File: config.mk
export PLATFORM = sky130hd
export DESIGN_NAME = avalon_io_responder
export DESIGN_NICKNAME = d
export VERILOG_FILES = /design/src/rtl/soc_io_pkg.sv /design/src/rtl/key_debouncer.sv /design/src/rtl/avalon_io_responder.sv
export SDC_FILE = /design/constraint.sdc
export NUM_CORES = 1
export LEC_CHECK = 0
export ABC_CLOCK_PERIOD_IN_PS = 3250
export CAP_MARGIN = 20
export CELL_PAD_IN_SITES_DETAIL_PLACEMENT = 1
export CELL_PAD_IN_SITES_GLOBAL_PLACEMENT = 2
export CORE_MARGIN = 2
export CORE_UTILIZATION = 29
export CTS_BUF_LIST = sky130_fd_sc_hd__clkbuf_8 sky130_fd_sc_hd__clkbuf_16
export CTS_CLUSTER_DIAMETER = 200
export CTS_CLUSTER_SIZE = 10
export DETAILED_ROUTE_END_ITERATION = 10
export PLACE_DENSITY = 0.88
export SETUP_SLACK_MARGIN = 0.15
export SYNTH_ARGS = -nofsm -noshare
export SYNTH_HDL_FRONTEND = slang
export SYNTH_SLANG_ARGS = --single-unit
File: constraint.sdc
create_clock -name clk -period 3.25 [get_ports clk]
set_clock_uncertainty 0.2 [all_clocks]
set_input_delay 0.65 -clock clk [delete_from_list [all_inputs] [get_ports clk]]
set_output_delay 0.65 -clock clk [all_outputs]
set_load 0.02 [all_outputs]
File: src/rtl/soc_io_pkg.sv
// soc_io_pkg: shared constants and types for the Avalon I/O responder.
//   - register word addresses on the Avalon-MM slave
//   - bit position of the key event inside the EDGE register
//   - number of post-reset cycles before edge detection is trusted
//   - key debouncer state encoding
package soc_io_pkg;

  localparam logic [1:0] ADDR_STATUS = 2'd0;
  localparam logic [1:0] ADDR_LED    = 2'd1;
  localparam logic [1:0] ADDR_EDGE   = 2'd2;
  localparam logic [1:0] ADDR_MASK   = 2'd3;

  localparam int KEY_EDGE_BIT = 8;

  // The edge detector compares the synchronizer output against its previous
  // value; both hold genuine post-reset samples only after three clocks.
  localparam logic [1:0] SETTLE_CYCLES = 2'd3;

  typedef enum logic {
    DEB_STABLE   = 1'b0,
    DEB_COUNTING = 1'b1
  } deb_state_e;

endpackage

File: src/rtl/key_debouncer.sv
// key_debouncer: accepts a new key level only after it has stayed different
// from the accepted level for DEBOUNCE_CYCLES consecutive counting cycles.
//
// Ports:
//   clk     in  system clock
//   reset   in  synchronous active-high reset (accepted level = released)
//   level   in  synchronized key level, 1 = pressed
//   pressed out debounced key level, 1 = pressed
//
// state        | meaning
// -------------+--------------------------------------------------------
// DEB_STABLE   | input matches the accepted level, counter idle
// DEB_COUNTING | input differs, counting toward acceptance
module key_debouncer
  import soc_io_pkg::*;
#(
  parameter int DEBOUNCE_CYCLES = 500000
) (
  input  logic clk,
  input  logic reset,
  input  logic level,
  output logic pressed
);

  localparam int CW = (DEBOUNCE_CYCLES > 1) ? $clog2(DEBOUNCE_CYCLES) : 1;
  localparam logic [CW-1:0] CNT_LAST = CW'(DEBOUNCE_CYCLES - 1);

  deb_state_e    state_q, state_d;
  logic [CW-1:0] cnt_q, cnt_d;
  logic          pressed_q, pressed_d;

  always_ff @(posedge clk) begin
    if (reset) begin
      state_q   <= DEB_STABLE;
      cnt_q     <= '0;
      pressed_q <= 1'b0;
    end else begin
      state_q   <= state_d;
      cnt_q     <= cnt_d;
      pressed_q <= pressed_d;
    end
  end

  // The counter stops at CNT_LAST, so it can never wrap.
  always_comb begin
    state_d   = state_q;
    cnt_d     = cnt_q;
    pressed_d = pressed_q;
    case (state_q)
      DEB_STABLE: begin
        if (level != pressed_q) begin
          state_d = DEB_COUNTING;
          cnt_d   = '0;
        end
      end
      DEB_COUNTING: begin
        if (level == pressed_q) begin
          state_d = DEB_STABLE;
        end else if (cnt_q == CNT_LAST) begin
          pressed_d = level;
          state_d   = DEB_STABLE;
        end else begin
          cnt_d = cnt_q + CW'(1);
        end
      end
      default: state_d = DEB_STABLE;
    endcase
  end

  assign pressed = pressed_q;

endmodule

File: src/rtl/avalon_io_responder.sv
// avalon_io_responder: Avalon-MM slave exposing switches, a push-button,
// LEDs and an edge-event interrupt.
//
// Registers: 0 STATUS (ro), 1 LED (rw), 2 EDGE (write-1-to-clear), 3 MASK (rw).
// Reads have fixed latency 1 and may issue every cycle.
//
// Ports:
//   clk               in  50 MHz system clock
//   reset             in  synchronous active-high reset
//   avs_address       in  word address
//   avs_read          in  read strobe
//   avs_write         in  write strobe
//   avs_writedata     in  write data
//   avs_readdata      out read data, zero unless avs_readdatavalid
//   avs_readdatavalid out read data qualifier
//   irq               out level interrupt, |(EDGE & MASK) registered
//   sw_in             in  asynchronous slide switches
//   key_n             in  asynchronous push-button, active-low
//   led_out           out LED drive
//
// Build option: define KEY_DEBOUNCE_EN to debounce the key through
// key_debouncer; otherwise the key is used directly after synchronization
// and DEBOUNCE_CYCLES has no effect.
module avalon_io_responder
  import soc_io_pkg::*;
#(
  parameter int DEBOUNCE_CYCLES = 500000
) (
  input  logic        clk,
  input  logic        reset,
  input  logic [1:0]  avs_address,
  input  logic        avs_read,
  input  logic        avs_write,
  input  logic [31:0] avs_writedata,
  output logic [31:0] avs_readdata,
  output logic        avs_readdatavalid,
  output logic        irq,
  input  logic [7:0]  sw_in,
  input  logic        key_n,
  output logic [7:0]  led_out
);

  logic [7:0]  sw_s1, sw_s2, sw_prev;
  logic        key_s1, key_s2;
  logic        key_level, pressed, pressed_prev;
  logic [1:0]  settle_q;
  logic        armed;
  logic [8:0]  edge_q, mask_q, set_bits, clr_bits, edge_d;
  logic [7:0]  led_q;
  logic        irq_q, rdv_q;
  logic [31:0] rd_q, reg_val;
  logic        unused_wdata;

  assign key_level    = ~key_s2;
  assign unused_wdata = ^avs_writedata[31:9];

`ifdef KEY_DEBOUNCE_EN
  key_debouncer #(
    .DEBOUNCE_CYCLES(DEBOUNCE_CYCLES)
  ) u_key_debouncer (
    .clk    (clk),
    .reset  (reset),
    .level  (key_level),
    .pressed(pressed)
  );
`else
  logic unused_debounce_cycles;
  assign unused_debounce_cycles = (DEBOUNCE_CYCLES != 0);
  assign pressed = key_level;
`endif

  assign armed = (settle_q == SETTLE_CYCLES);

  always_comb begin
    set_bits = '0;
    if (armed) begin
      set_bits[7:0]          = sw_s2 ^ sw_prev;
      set_bits[KEY_EDGE_BIT] = pressed & ~pressed_prev;
    end
  end

  // Set is OR-ed in after the clear so a same-cycle event survives.
  assign clr_bits = (avs_write && avs_address == ADDR_EDGE) ? avs_writedata[8:0] : '0;
  assign edge_d   = (edge_q & ~clr_bits) | set_bits;

  always_comb begin
    reg_val = '0;
    case (avs_address)
      ADDR_STATUS: reg_val = {23'd0, pressed, sw_s2};
      ADDR_LED:    reg_val = {24'd0, led_q};
      ADDR_EDGE:   reg_val = {23'd0, edge_q};
      ADDR_MASK:   reg_val = {23'd0, mask_q};
      default:     reg_val = '0;
    endcase
  end

  always_ff @(posedge clk) begin
    if (reset) begin
      sw_s1        <= '0;
      sw_s2        <= '0;
      sw_prev      <= '0;
      key_s1       <= 1'b1;
      key_s2       <= 1'b1;
      pressed_prev <= 1'b0;
      settle_q     <= '0;
      edge_q       <= '0;
      mask_q       <= '0;
      led_q        <= '0;
      irq_q        <= 1'b0;
      rdv_q        <= 1'b0;
      rd_q         <= '0;
    end else begin
      sw_s1        <= sw_in;
      sw_s2        <= sw_s1;
      sw_prev      <= sw_s2;
      key_s1       <= key_n;
      key_s2       <= key_s1;
      pressed_prev <= pressed;
      if (!armed) settle_q <= settle_q + 2'd1;
      edge_q       <= edge_d;
      if (avs_write && avs_address == ADDR_LED)  led_q  <= avs_writedata[7:0];
      if (avs_write && avs_address == ADDR_MASK) mask_q <= avs_writedata[8:0];
      irq_q        <= |(edge_q & mask_q);
      rdv_q        <= avs_read;
      rd_q         <= avs_read ? reg_val : '0;
    end
  end

  // Gating with reset drops a read whose response would land while reset
  // is already asserted.
  assign avs_readdatavalid = rdv_q & ~reset;
  assign avs_readdata      = avs_readdatavalid ? rd_q : '0;
  assign irq               = irq_q;
  assign led_out           = led_q;

endmodule
==> results of run 1 <==
==> kinds of logic (layout without fill, tap and decap cells) <==
logic type	after synthesis	count (layout)	synth area share, %
and+or+nand+nor	90	90	18.1
DFF	66	66	49.5
buffers and inverters	48	76	11.0
AOI/OAI and AO/OA	34	34	7.22
muxes	17	17	10.7
xor gates and xnor gates	9	9	2.95
adders and majority gates	1	1	0.469
other	1	23	0.140
==> area by class of cell <==
type                    instances  area [um2]
multi-input cells             174        1140
clock inverters                 5        46.3
flip-flops and latches         66        1320
well taps                     111         139
inverters                      11        41.3
clock buffers                  11         151
fillers                      1036        5760
repair buffers                 49         468
==> sequential cells by signal, summed over array words and instances, names as in the netlist, 2 cells and up <==
| name | flops |
|---|---|
| mask_q | 9 |
| sw_s1 | 8 |
| settle_q | 2 |
| sw_prev | 8 |
| rd_q | 9 |
| edge_q | 9 |
| led_out | 8 |
| sw_s2 | 8 |
==> power by group through the flow <==
| stage | registers [mW] | logic (mW) | clock network [mW] |
|---|---|---|---|
| after global placement | 0.874 | 0.163 | 0 |
| final | 0.859 | 0.168 | 0.675 |
| after floorplan | 0.875 | 0.126 | 0 |
| after CTS | 0.859 | 0.171 | 0.702 |
| after detailed placement | 0.877 | 0.169 | 0 |
| after global routing | 0.861 | 0.184 | 0.731 |
==> routing by layer <==
| metal | wire [um] | global-route usage, % |
|---|---|---|
| met5 | 0 | 0 |
| met4 | 123 | 6.85 |
| met3 | 310 | 2.86 |
| met2 | 2710 | 20.5 |
| met1 | 2500 | 13.9 |
==> synth_stat cells, drive strengths merged <==
cell and instances:
dfxtp 66, nand2 27, mux4 8, a22o 1, a221oi 1, nor2b 34
o41ai 1, nor2 11, o21ai 9, a21o 1, clkbuf 8, xor2 9
nand3 2, a222oi 1, or2 3, nand2b 1, a31oi 1, buf 29
ha 1, and3 1, a21oi 18, nand3b 2, mux2i 9, a22oi 1
and2 9, conb 1, inv 11
==> worst min-delay path by stage <==
stage,startpoint,depth (start not counted),to
final,key_s1,1,key_s2
after floorplan,pressed_prev,1,edge_q[8]
after CTS,key_s1,1,key_s2
after detailed placement,key_s1,1,key_s2
after global routing,key_s1,1,key_s2
after global placement,pressed_prev,1,edge_q[8]
==> cell usage in the layout, fill, tap and decap left out <==
master	count
dfxtp_1	66
clkdlybuf4s50_1	41
nor2b_1	32
nand2_1	27
conb_1	23
a21oi_1	18
inv_1	14
nor2_1	11
clkbuf_8	11
and2_1	9
mux2i_1	9
xor2_1	9
o21ai_0	9
buf_4	7
mux4_2	4
mux4_1	4
or2_2	3
nand3_1	2
nand3b_1	2
nor2b_4	2
and3_1	1
nand2b_1	1
a21o_1	1
o41ai_1	1
a22oi_1	1
a222oi_1	1
a22o_1	1
a221oi_1	1
a31oi_1	1
ha_1	1
bufinv_16	1
clkinv_2	1
buf_2	1
==> critical path: cells and delay by family <==
family                 cells  cell delay [ns]
buffers and inverters      2             0.70
and+or+nand+nor            2             0.54
==> metrics by stage <==
stage               power, mW  std cells  util [%]
floorplan                1.00        288         -
global placement         1.04        411      34.3
detailed placement       1.05        411      34.3
CTS                      1.73        427      36.5
global route             1.78        427      36.5
finish                   1.70        427      36.5
==> flow_summary.toml, run 1 <==
[status]
status = "finished clean"

[synthesis]
ys_warn_count = 0
syn_area_per_cell_um2 = 10.0
synth_area_leaders = "dfxtp_1, nor2b_1, buf_4"
synth-seq-cells = 66
syn_area_um2 = 2670
yosys.cell_types.count = 32
yosys.area.top_type_share_pct = 49.5
synth_seq_area_share_pct = 49.5
synthCells = 266
yosys.area.top_type = "dfxtp_1"

[sta]
setup_viol = 0
period_share_pct = 84.8
hold_violations = 0
rsz0062_at_grt = "no"
slew_violations = 0
whs_ns = 0.210
slew-limit-headroom_pct = 60.1
fin_ws_ns = 0.495
max_slew.worst_pin.slew_ns = 0.598
final.min_clock_period_ns = 2.76
timing.setup.tns_ns = 0
clock.fmax_mhz = 363

[global_routing]
grt_use_total_pct = 12.0
grt_pass1_wl_mm = 9.05
grt_pass1_vias = 1858
antenna_found_initial = 0
gr-total-overflow = 0
grt_max_degree = 59

[clock_tree]
htree_levels = 3
cts_tree = "done"
cts.repair.resized = 0
clk_latency_ns = 0.34
postCtsHoldBufs = 0
cts_buffers = 9
clkTransAtPathRegs_ns = 0.06
cts_root_buffer = "clkbuf_8"
cts_num_sinks = 66
clk_path_buf_depth = 2
post_cts_buffers = 0

[die]
die_w_um = 100
fp-row-count = 35
die-height_um = 100
core-area_um2 = 9060
io-pin-count = 89
start_util_pct = 29.5
fp.dieArea_um2 = 9990

[worst_setup_path]
crit_path_cell_trace = "buf_2 > nor2b_1 > and2_1 > clkdlybuf4s50_1"
r2r_slack_ns = 1.65
crit_required_ns = 2.40
critical_path.endpoint = "avs_readdata[2]"
arrival_ns = 1.91
critPathKind = "input pin to primary output"
timing.reg2reg.worst_path_depth = 3
regToRegEndpoint = "edge_q[8]"
reg2reg_from = "settle_q[0]"
startpoint = "reset"
critPathMaxStageDelay_ns = 0.60
cp_max_fo = 10
endpoint_kind = "primary output"
cp_slowest_cell = "clkdlybuf4s50_1"
start_kind = "input pin"

[drt]
detail-route-antenna-nets = 0
num_vias = 1868
drt_iter0_drc = 56
wire_per_inst_um = 13.2
vias_per_cell = 4.37
firstDrtPassIters = 4
route.detailed.drc = 0
routed_wirelength_mm = 5.64

[pwr]
seq_power_share_pct = 50.5
p_leak_nw = 1.39
ir_worst_vdd_v = 0.000166
switching_share_pct = 23.5
intPower_mw = 1.30
switchingPower_uw = 400
power_frac_comb_pct = 9.9
p_clk_share_pct = 39.7
p_per_area_nw_per_um2 = 515

[placement]
io_buffers = 42
placed_area_um2 = 3110
gp_congestion = 0.756
dp_hpwl_mm = 3.89
dp_slack_ns = 0.456

[layout]
layout-drive-gt1-share_pct = 9.49
layout.nets = 359
antenna_cells = 0
fin_area_um2 = 3310
areaGrowthSynthToFinish_pct = 23.8

[min_path]
hold_class = "flop to flop"

[flow_run]
maxCapViolations = 0
Note: power is estimated with default switching activity, not from simulation.
==> run 2: changes to the inputs <==
--- a/config.mk
+++ b/config.mk
@@ -5,17 +5,17 @@
 export SDC_FILE = /design/constraint.sdc
 export NUM_CORES = 1
 export LEC_CHECK = 0
-export ABC_CLOCK_PERIOD_IN_PS = 3250
+export ABC_CLOCK_PERIOD_IN_PS = 2600
 export CAP_MARGIN = 20
 export CELL_PAD_IN_SITES_DETAIL_PLACEMENT = 1
 export CELL_PAD_IN_SITES_GLOBAL_PLACEMENT = 2
 export CORE_MARGIN = 2
-export CORE_UTILIZATION = 29
+export CORE_UTILIZATION = 27
 export CTS_BUF_LIST = sky130_fd_sc_hd__clkbuf_8 sky130_fd_sc_hd__clkbuf_16
 export CTS_CLUSTER_DIAMETER = 200
 export CTS_CLUSTER_SIZE = 10
 export DETAILED_ROUTE_END_ITERATION = 10
-export PLACE_DENSITY = 0.88
+export PLACE_DENSITY = 0.83
 export SETUP_SLACK_MARGIN = 0.15
 export SYNTH_ARGS = -nofsm -noshare
 export SYNTH_HDL_FRONTEND = slang
==> constraint.sdc (replaced) <==
create_clock -name clk -period 2.6 [get_ports clk]
set_clock_uncertainty 0.2 [all_clocks]
set_input_delay 0.52 -clock clk [delete_from_list [all_inputs] [get_ports clk]]
set_output_delay 0.52 -clock clk [all_outputs]
set_load 0.02 [all_outputs]
==> flow_summary.toml, run 2 (synthesis results as in run 1) <==
[drt]
num_vias = 1812
vias_per_cell = 4.04
route.detailed.drc = 0
routed_wirelength_mm = 5.66
detail-route-antenna-nets = 0
firstDrtPassIters = 5
wire_per_inst_um = 12.6
drt_iter0_drc = 72

[die]
fp.dieArea_um2 = 10700
start_util_pct = 27.6
die_w_um = 103
fp-row-count = 36
core-area_um2 = 9680
die-height_um = 103
io-pin-count = 89

[global_routing]
grt_pass1_vias = 1759
grt_use_total_pct = 10.9
grt_max_degree = 59
grt_pass1_wl_mm = 8.69
antenna_found_initial = 0
gr-total-overflow = 0

[worst_setup_path]
regToRegEndpoint = "edge_q[8]"
reg2reg_from = "settle_q[0]"
start_kind = "flop"
cp_num_buf_inv = 2
path_delay_family = "buffers and inverters"
cp_max_fo = 4
cp_slowest_cell = "clkdlybuf4s50_1"
endpoint_kind = "primary output"
crit_path_cell_trace = "nor2b_1 > buf_4 > and2_1 > clkdlybuf4s50_1"
critPathMaxStageDelay_ns = 0.59
r2r_slack_ns = 0.98
crit_required_ns = 1.88
critPathKind = "flop to primary output"
arrival_ns = 1.64
startpoint = "rdv_q"
timing.reg2reg.worst_path_depth = 3

[clock_tree]
clk_path_buf_depth = 2
clkTransAtPathRegs_ns = 0.07
cts_num_sinks = 66
clk_latency_ns = 0.33
htree_levels = 3
postCtsHoldBufs = 0
post_cts_buffers = 0
cts.repair.resized = 0
cts_tree = "done"
cts_buffers = 9
cts_root_buffer = "clkbuf_8"

[layout]
areaGrowthSynthToFinish_pct = 26.1
layout.nets = 358
top_regs = "edge_q: 9 flops, mask_q: 9 flops, rd_q: 9 flops"
fin_area_um2 = 3370
regArea_um2 = 1320
antenna_cells = 0
final_cells = 448
final_common_cell = "dfxtp_1"
fillers = 1115
layout-drive-gt1-share_pct = 9.84
final_cell_mix = "dfxtp_1, clkdlybuf4s50_1, nor2b_1"
multiInputGateArea_um2 = 1140

[placement]
placed_area_um2 = 3130
post-place-cells = 432
gp_congestion = 0.790
io_buffers = 42
dp_hpwl_mm = 3.76

[sta]
period_share_pct = 90.8
slew_violations = 0
final.min_clock_period_ns = 2.36
clock.fmax_mhz = 424
timing.setup.tns_ns = 0
slew-limit-headroom_pct = 59.5
hold_violations = 0
setup_viol = 0
max_slew.worst_pin.slew_ns = 0.607
rsz0062_at_grt = "no"

[min_path]
hold_class = "flop to flop"
hold_depth = 1
hold_start = "key_s1"
hold_end = "key_s2"

[status]
status = "finished clean"

[pwr]
p_leak_nw = 1.54
p_per_area_nw_per_um2 = 663
ir_worst_vdd_v = 0.000199

[flow_run]
maxCapViolations = 0
==> run 2: routing by layer <==
| layer | vias up | share of wire (%) | global-route usage [%] | routed length (um) |
|---|---|---|---|---|
| li1 | 910 | - | - | - |
| met1 | 836 | 46 | 13.5 | 2590 |
| met2 | 54 | 47 | 17.5 | 2640 |
| met3 | 12 | 5.5 | 2.55 | 312 |
| met4 | 0 | 2.1 | 6.07 | 117 |
| met5 | - | 0 | 0 | 0 |
==> run 2: layout make-up <==
class	instances	area share (%)
inverter	11	1.23
clock inverter	6	2.42
multi-input combinational	174	33.8
tap	133	4.94
clock buffer	10	4.09
timing repair buffer	48	14.3
sequential	66	39.2
==> run 2: worst max-delay path by stage <==
stage / to / slack, ns / cells after the start
3_5_place_dp: edge_q[8] / 0.23 / 5
4_1_cts: avs_readdata[5] / 0.18 / 4
3_3_place_gp: avs_readdata[2] / 0.25 / 5
2_1_floorplan: avs_readdata[0] / 0.64 / 3
6_report: avs_readdata[0] / 0.24 / 4
5_1_grt: avs_readdata[0] / 0.16 / 4
==> run 2: power breakdown <==
group	switching (mW)	internal, mW	total [mW]
combinational	0.115	0.0924	0.207
sequential	0.0227	1.05	1.07
clock	0.394	0.560	0.953
==> run 2: metrics by stage <==
step                hold WS, ns  power (mW)  util, %  setup WS (ns)
CTS                       0.223        2.26     34.6          0.178
detailed placement        0.206        1.30     32.3          0.225
global placement          0.187        1.30     32.3          0.253
floorplan                 0.185        1.25        -          0.643
global route              0.236        2.33     34.8          0.155
finish                    0.217        2.23     34.8          0.240
